--- config.mk ---
export PLATFORM = sky130hd
export DESIGN_NAME = batch_mac_engine
export DESIGN_NICKNAME = d
export VERILOG_FILES = /design/src/rtl/batch_mac_engine.sv
export SDC_FILE = /design/constraint.sdc
export NUM_CORES = 2
export LEC_CHECK = 0
export CORE_MARGIN = 5
export CORE_UTILIZATION = 55
export CTS_BUF_LIST = sky130_fd_sc_hd__clkbuf_16
export DETAILED_ROUTE_END_ITERATION = 8
export PLACE_DENSITY = 0.79
export SYNTH_ARGS = -nofsm -noshare
export SYNTH_HDL_FRONTEND = slang
export SYNTH_SLANG_ARGS = --single-unit
--- constraint.sdc ---
create_clock -name i_clk -period 5.69 [get_ports i_clk]
set_input_delay 1.4225 -clock i_clk [delete_from_list [all_inputs] [get_ports i_clk]]
set_output_delay 1.4225 -clock i_clk [all_outputs]
set_load 0.05 [all_outputs]
--- src/rtl/batch_mac_engine.sv ---
// Batch int8 dot-product engine: fetches 8 rows of 8 signed lanes from the data and
// weight buffers and accumulates the 64 products. Define BATCH_MAC_SAT_EN for saturation.
module batch_mac_engine (
    input  logic        i_clk,
    input  logic        i_clr,
    output logic [2:0]  o_data_row,
    input  logic [63:0] i_data,
    input  logic        i_data_ready,
    output logic [2:0]  o_weight_row,
    input  logic [63:0] i_weight,
    input  logic        i_weight_ready,
    output logic [23:0] o_acc,
    output logic        o_acc_valid,
    input  logic        i_read,
    input  logic        i_acc_clr,
    output logic        o_busy,
    output logic        o_ovf
);
    typedef enum logic [1:0] {IDLE = 2'd0, FETCH = 2'd1, DRAIN = 2'd2, DONE = 2'd3} state_t;

    state_t          state_q, state_d;
    logic [2:0]      cnt_q, cnt_d;
    logic            armed_q, armed_d;
    logic            sample_vld_q, prod_vld_q;
    logic [7:0][15:0] prod_d, prod_q;
    logic [23:0]     lane_sum;
    logic [23:0]     acc_q, acc_d;
    logic            both_ready;
    logic            acc_clr_ok;

    assign both_ready = i_data_ready & i_weight_ready;
    assign acc_clr_ok = i_acc_clr && ((state_q == IDLE) || (state_q == DONE));

    always_ff @(posedge i_clk) begin
        if (i_clr) begin
            state_q <= IDLE;
            cnt_q   <= 3'd0;
            armed_q <= 1'b1;
        end else begin
            state_q <= state_d;
            cnt_q   <= cnt_d;
            armed_q <= armed_d;
        end
    end

    always_comb begin
        state_d = state_q;
        cnt_d   = cnt_q;
        armed_d = armed_q;
        case (state_q)
            IDLE: begin
                if (both_ready && armed_q) begin
                    state_d = FETCH;
                    cnt_d   = 3'd0;
                    armed_d = 1'b0;
                end
            end
            FETCH: begin
                cnt_d = cnt_q + 3'd1;
                if (cnt_q == 3'd7) begin
                    state_d = DRAIN;
                    cnt_d   = 3'd0;
                end
            end
            DRAIN: begin
                cnt_d = cnt_q + 3'd1;
                if (cnt_q == 3'd1) begin
                    state_d = DONE;
                    cnt_d   = 3'd0;
                end
            end
            DONE: begin
                if (i_read) begin
                    state_d = IDLE;
                end
            end
            default: state_d = IDLE;
        endcase
        // A batch that stayed ready since the last job must not start a second one.
        if (!both_ready) begin
            armed_d = 1'b1;
        end
    end

    always_comb begin
        o_data_row   = (state_q == FETCH) ? cnt_q : 3'd0;
        o_weight_row = (state_q == FETCH) ? cnt_q : 3'd0;
        o_busy       = (state_q == FETCH) || (state_q == DRAIN);
        o_acc_valid  = (state_q == DONE);
    end

    generate
        for (genvar gi = 0; gi < 8; gi++) begin : g_lane
            assign prod_d[gi] = $signed({{8{i_data[8*gi+7]}}, i_data[8*gi +: 8]})
                              * $signed({{8{i_weight[8*gi+7]}}, i_weight[8*gi +: 8]});
        end
    endgenerate

    always_comb begin
        lane_sum = 24'd0;
        for (int k = 0; k < 8; k++) begin
            lane_sum = lane_sum + {{8{prod_q[k][15]}}, prod_q[k]};
        end
    end

    // Buffer rows arrive one cycle after their address, so the product stage trails FETCH by one.
    always_ff @(posedge i_clk) begin
        if (i_clr) begin
            sample_vld_q <= 1'b0;
            prod_vld_q   <= 1'b0;
            prod_q       <= '0;
        end else begin
            sample_vld_q <= (state_q == FETCH);
            prod_vld_q   <= sample_vld_q;
            if (sample_vld_q) begin
                prod_q <= prod_d;
            end
        end
    end

`ifdef BATCH_MAC_SAT_EN
    logic [24:0] sum_ext;
    logic        ovf_q, ovf_d;

    assign sum_ext = {acc_q[23], acc_q} + {lane_sum[23], lane_sum};

    always_comb begin
        acc_d = acc_q;
        ovf_d = ovf_q;
        if (prod_vld_q) begin
            if (sum_ext[24] != sum_ext[23]) begin
                acc_d = sum_ext[24] ? 24'h800000 : 24'h7FFFFF;
                ovf_d = 1'b1;
            end else begin
                acc_d = sum_ext[23:0];
            end
        end else if (acc_clr_ok) begin
            acc_d = 24'd0;
            ovf_d = 1'b0;
        end
    end

    always_ff @(posedge i_clk) begin
        if (i_clr) begin
            ovf_q <= 1'b0;
        end else begin
            ovf_q <= ovf_d;
        end
    end

    assign o_ovf = ovf_q;
`else
    always_comb begin
        acc_d = acc_q;
        if (prod_vld_q) begin
            acc_d = acc_q + lane_sum;
        end else if (acc_clr_ok) begin
            acc_d = 24'd0;
        end
    end

    assign o_ovf = 1'b0;
`endif

    always_ff @(posedge i_clk) begin
        if (i_clr) begin
            acc_q <= 24'd0;
        end else begin
            acc_q <= acc_d;
        end
    end

    assign o_acc = acc_q;
endmodule

# --- Word level (Yosys, flattened, before mapping) ---
# Cells that the tools add are included.
totals:
  regBits: 160
  input_bits: 134
  output_inout_bits: 33
  wordCells: 65
op_classes:
  n_addsub: 9
  mul: 8
  n_eq_ne: 9
  mux: 12
  n_bitwise: 2
  n_reduce_logical: 11
ops:
  columns: ["operator", "count"]
  rows:
  - ["multiplier 8 x 8 -> 16 bit", 8]
  - ["two-way mux 24 bit", 2]
  - ["adder 24 bit", 1]
  - ["adder 22 x 16 -> 23 bit", 1]
  - ["adder 21 x 16 -> 22 bit", 1]
  - ["adder 20 x 16 -> 21 bit", 1]
  - ["adder 19 x 16 -> 20 bit", 1]
  - ["adder 18 x 16 -> 19 bit", 1]
  - ["adder 17 x 16 -> 18 bit", 1]
  - ["adder 16 x 16 -> 17 bit", 1]
  - ["two-way mux 3 bit", 4]
  - ["one-hot mux 3 bit (3 select lines)", 1]
  - ["two-way mux 2 bit", 4]
  - ["one-hot mux 2 bit (4 select lines)", 1]
  - ["equality test 2 bit (second input constant)", 2]
  - ["!= test 2 x 1 -> 1 bit (second input constant)", 2]
  - ["!= test 2 bit (second input constant)", 2]
  - ["AND reduction 2 bit", 2]
  - ["AND reduction 4 bit", 1]
  - ["adder 3 x 1 -> 3 bit (second input constant)", 1]
  - ["equality test 3 x 1 -> 1 bit (second input constant)", 1]
  - ["equality test 3 bit (second input constant)", 1]
  - ["nonzero test 3 bit", 1]
  - ["equality test 2 x 1 -> 1 bit (second input constant)", 1]
  - ["other kinds (7)", 9]

# --- Longest topological paths before layout ---
depth:
  word_depth: 9
  ltp_mapped: 29
  mapped_depth_nobuf: 29

# --- Worst setup path before layout ---
# Ideal clock, no wire load.
synth_timing:
  kind: "register -> register"
  from: "register prod_q[50] in the netlist's numbering"
  to: "register acc_q[23], in the netlist o_acc[23]"
  setup_time_ns: 0.063
  t_arrival_ns: 6.148
  required_ns: 5.627
  path_slack_ns: -0.521
  stages_incl_launch_ff: 28
  n_path_buf: 0
  synth_period_minus_slack_ns: 6.211
  path_cell_list: "dfxtp_1 -> inv_1 -> fa_1 -> inv_1 -> fa_1 -> fa_1 -> inv_1 -> fa_1 -> inv_1 -> ha_1 -> inv_1 -> fa_1 -> nor2b_4 -> o31a_1 -> o41ai_4 -> o22ai_2 -> o41ai_4 -> xnor2_1 -> ha_1 -> a21oi_1 -> o21ai_0 -> nor3_1 -> or3_1 -> o211a_1 -> o31ai_1 -> a21oi_1 -> or3_1 -> nand3_1"
synth_between:
  elab_chain_cells: 7
synth_rtl:
  columns: ["item", "line_no", "text"]
  rows:
  - ["start, declared", "25", "logic [7:0][15:0] prod_d, prod_q;"]
  - ["start signal, assigned", "116", "prod_q <= prod_d;"]
  - ["adder 18 x 16 -> 19 bit", "102", "lane_sum = lane_sum + {{8{prod_q[k][15]}}, prod_q[k]};"]
  - ["adder 19 x 16 -> 20 bit", "102", null]
  - ["adder 20 x 16 -> 21 bit", "102", null]
  - ["adder 21 x 16 -> 22 bit", "102", null]
  - ["adder 22 x 16 -> 23 bit", "102", null]
  - ["adder 24 bit", "156", "acc_d = acc_q + lane_sum;"]
  - ["two-way mux 24 bit", "155", "if (prod_vld_q) begin"]
  - ["end signal, assigned", "167", "acc_q <= 24'd0;"]
  - ["end signal, assigned", "169", "acc_q <= acc_d;"]
  - ["end, declared", "27", "logic [23:0] acc_q, acc_d;"]
# No other way between the ends.
# A chain may end at the register's enable or synchronous reset.

# --- Worst setup path after layout ---
layout_timing:
  from: "register prod_q[73] in the netlist's numbering"
  to: "register acc_q[23], in the netlist o_acc[23]"
layout_between:
  elab_chain_cells: 6
layout_rtl:
  columns: ["item", "line_no"]
  rows:
  - ["adder 19 x 16 -> 20 bit", "102"]
  - ["adder 20 x 16 -> 21 bit", "102"]
  - ["adder 21 x 16 -> 22 bit", "102"]
  - ["adder 22 x 16 -> 23 bit", "102"]
  - ["adder 24 bit", "156"]
  - ["two-way mux 24 bit", "155"]
# No other way between the ends.

==> impl_results.md <==
- Area grow syn2layout: 24.52%
- Hold endpoint: prod_q[64]$_SDFFE_PP0P_
- Die area: 58,230 um^2
- Vias: 23.86k
- Setup violations, final: 8
- M3 GR Usage: 3.290%
- Detail Placement HPWL: 60.67 mm
- Clock Skew: 0.01222 ns
- # DRC: 0
- Initial antenna violation count: 1
- DR vias/cell: 5.191
- Most used DFF post-synth: dfxtp_1
- Mapped Area: 29,430 um^2
- Relative slew slack: 32.37%
- Asr flop ratio synth: 0%
- Vias in the first global route: 25.36k
- Worst min-delay path class: reg -> reg
- Clock tree buffer depth: 2
- Seq cells post-synth: 160
- GR peak layer: met2
- Initial DRC Count: 1,373
- GR Overflow Total: 0
- Worst Max-Slew Pin Slew: 1.015 ns
- Synth warn: 0
- Worst vdd ir: 0.5752 mV
- Post-Synth Adder-Cell Area: 48.92%
- Reg clk slew, reported paths: 0.07 ns
- H-tree depth: 4
- First-pass GRT wire length: 121.0 mm
- DIE HEIGHT: 241.3 um
- Root buffer cell: clkbuf_16
- TritonCTS clock tree: done
- Cell family contributing the most delay on the critical path: adder cells
- Min-delay src: prod_q[64]$_SDFFE_PP0P_
- Core Area: 52,760 um^2
- RSZ-0062 raised after global routing: yes
- R2R setup slack: -0.72 ns
- Biggest area consumer among synthesized cells: fa_1
- Power, Total: 20.14 mW
- Mean Syn Cell Area: 8.969 um^2
- Final nets: 4,856
- Cells on Worst Hold Path: 2
- Die width: 241.3 um
- Routed wire length: 73.44 mm
- CP most frequent cell: fa_1
- CTS Sinks: 160
- Grt met2 use: 45.29%
- TritonCTS Buffers: 17
- Crit share post-route: 112.7%
- PnR worst setup slack: -0.7250 ns
- Total GRT Usage: 25.21%
- Port Buffers: 165
- Post-synthesis mux area share: 1.879%
- Num rows: 84
- Required @ worst endpoint: 6.07 ns
- Crit Path Category: reg -> reg
- Power density cells: 549.6 nW/um^2
- Synth Net Count: 4,241
- Pre-antenna DRT Iters: 6
- Post-synthesis cell count: 3,281
- Slowest stage delay, CP: 0.55 ns
- CP Data Arrival Time: 6.79 ns
- FF-to-FF Start: prod_q[73]$_SDFFE_PP0P_
- CP Capture Type: register
- Initial Util: 55.77%
- Share of layout cells above drive strength 1: 17.37%
- CP startpoint: prod_q[73]$_SDFFE_PP0P_
- Fin. Hold Viols: 0
- Synth Area in Compound Gates: 7.696%
- Worst r2r dst: o_acc[23]$_SDFFE_PP0P_
- Final ANT Viol Nets: 0
- Share of Yosys cell area claimed by the top area cell type: 36.80%
- Period minus WS final: 6.415 ns
- Max Cap Viol: 0
- Worst Path Buf+Inv: 3
- ANT cells: 0
- Status: finished with violations
- XOR/XNOR Fraction of Synth Area: 3.691%
- Fin. max-slew vios: 0
- Largest net degree at the start of global routing: 159
- Layout filler cell count: 3,833
- Simple-gate share of the synthesized area: 16.32%
- Failing checks: negative setup slack
- Main combinational cell family by area after synthesis: adder cells
- Netlist cell types: 61
- I/O pin cnt: 167
- Post-DR wirelength/cell: 15.98 um
- Post-synthesis sequential area ratio: 10.88%
- Critical-path top delay cell: fa_1
- M1 GR Usage: 31.71%
- LEAKAGE: 18.27 nW
- Fin cells: 4,596
- Post-synth EDFFs: 0
- Placed instance count: 4,537
- Crit-path max FO: 4
- Hold-fix buffers, CTS: 0
- Skew-Pair Late Insertion Delay: 0.44 ns
- Top post-synthesis cells by area: fa_1 37%, ha_1 12%, dfxtp_1 11%
- Max Fclk: 155.9 MHz
- Placer Congestion: 0.9382
- Reg2Reg Depth: 25
- Critical Path Start Type: register
[tightest hold or removal path: cells and delay by family (launching register included)]
kind,cells,cell delay (ns)
compound gates,1,0.05
simple gates,1,0.06
flops,1,0.31
[cells by family after synthesis]
group | Yosys count
xor gates and xnor gates | 124
adders and majority gates | 826
and+or+nand+nor | 947
muxes | 55
other | 1
DFF | 160
AOI/OAI and AO/OA | 342
buffers and inverters | 826
[through the flow]
stage | setup WS, ns | hold WS, ns | cell area, um^2 | util [%] | TNS [ns]
after floorplan | -0.4164 | 0.4410 | 29450 | - | -0.5398
after global placement | -0.6478 | 0.4509 | 35210 | 66.73 | -15.18
after detailed placement | -0.7100 | 0.4578 | 35210 | 66.73 | -18.93
after CTS | -0.6341 | 0.4688 | 35900 | 68.05 | -1.883
after global routing | -0.9196 | 0.5099 | 36640 | 69.45 | -4.664
final | -0.7250 | 0.4741 | 36640 | 69.45 | -2.324
[worst max path at each step]
stage | cells after the start | slack [ns] | endpoint
2_1_floorplan | 27 | -0.42 | o_acc[23]$_SDFFE_PP0P_
3_3_place_gp | 20 | -0.65 | prod_q[31]$_SDFFE_PP0P_
3_5_place_dp | 28 | -0.71 | o_acc[23]$_SDFFE_PP0P_
4_1_cts | 28 | -0.63 | o_acc[23]$_SDFFE_PP0P_
5_1_grt | 25 | -0.92 | o_acc[23]$_SDFFE_PP0P_
6_report | 25 | -0.72 | o_acc[23]$_SDFFE_PP0P_
[Yosys cell counts (all sizes together), types with 27 or more instances]
cell type  number
a21oi          98
and2          311
clkbuf         48
dfxtp         160
fa            541
ha            285
inv           766
mux2i          53
nand2         222
nand2b         58
nand3          40
nor2          195
nor2b          27
nor3           55
o21a           29
o21ai          62
xnor2          93
xor2           31
[per-layer routing]
layer | share of wire, % | vias up
li1 | - | 11295
met1 | 40 | 11823
met2 | 51 | 573
met3 | 4.7 | 168
met4 | 3.5 | 0
met5 | 0 | -
[area by class of cell]
type	instances	area [um^2]	area share [%]
Clock buffer	17	425.4	1.161
Inverter	766	2877	7.850
Clock inverter	14	108.9	0.2971
Timing Repair Buffer	656	5456	14.89
Multi-Input combinational cell	2295	23690	64.65
Tap cell	688	860.8	2.349
Sequential cell	160	3223	8.796
[cells in the final DEF (no fill, tap or decap), drive strengths merged, types with 16 or more instances in the layout]
cell type / Yosys / routed
clkbuf: 48 / 17
dlymetal6s2s: 0 / 45
xnor2: 93 / 93
o21a: 29 / 29
a211oi: 19 / 19
fa: 541 / 541
nand2: 222 / 222
o21ai: 62 / 62
nor2b: 27 / 27
mux2i: 53 / 53
ha: 285 / 285
a21o: 24 / 24
a21oi: 98 / 98
inv: 766 / 771
nand2b: 58 / 58
xor2: 31 / 31
dfxtp: 160 / 160
nor3: 55 / 55
clkdlybuf4s50: 0 / 107
buf: 12 / 492
and2: 311 / 311
nor2: 195 / 195
nand3: 40 / 40
and3: 16 / 16
[state kept, by name (all words and copies together), names as in the netlist]
register	flops
state_q	2
armed_q	1
prod_vld_q	1
prod_q	128
sample_vld_q	1
o_acc	24
cnt_q	3
[report_power, final]
part / switching (mW) / total (mW) / internal [mW]
combinational: 9.14 / 17.4 / 8.25
sequential: 0.277 / 1.68 / 1.40
clock: 0.511 / 1.07 / 0.563
total: 9.93 / 20.1 / 10.2
[what timing repair did]
item	in CTS	in global routing
resized for setup	58	186
buffers inserted	9	21
pin swaps	41	101
setup endpoints to repair	24	51
Note: power is estimated with default switching activity, not from simulation.
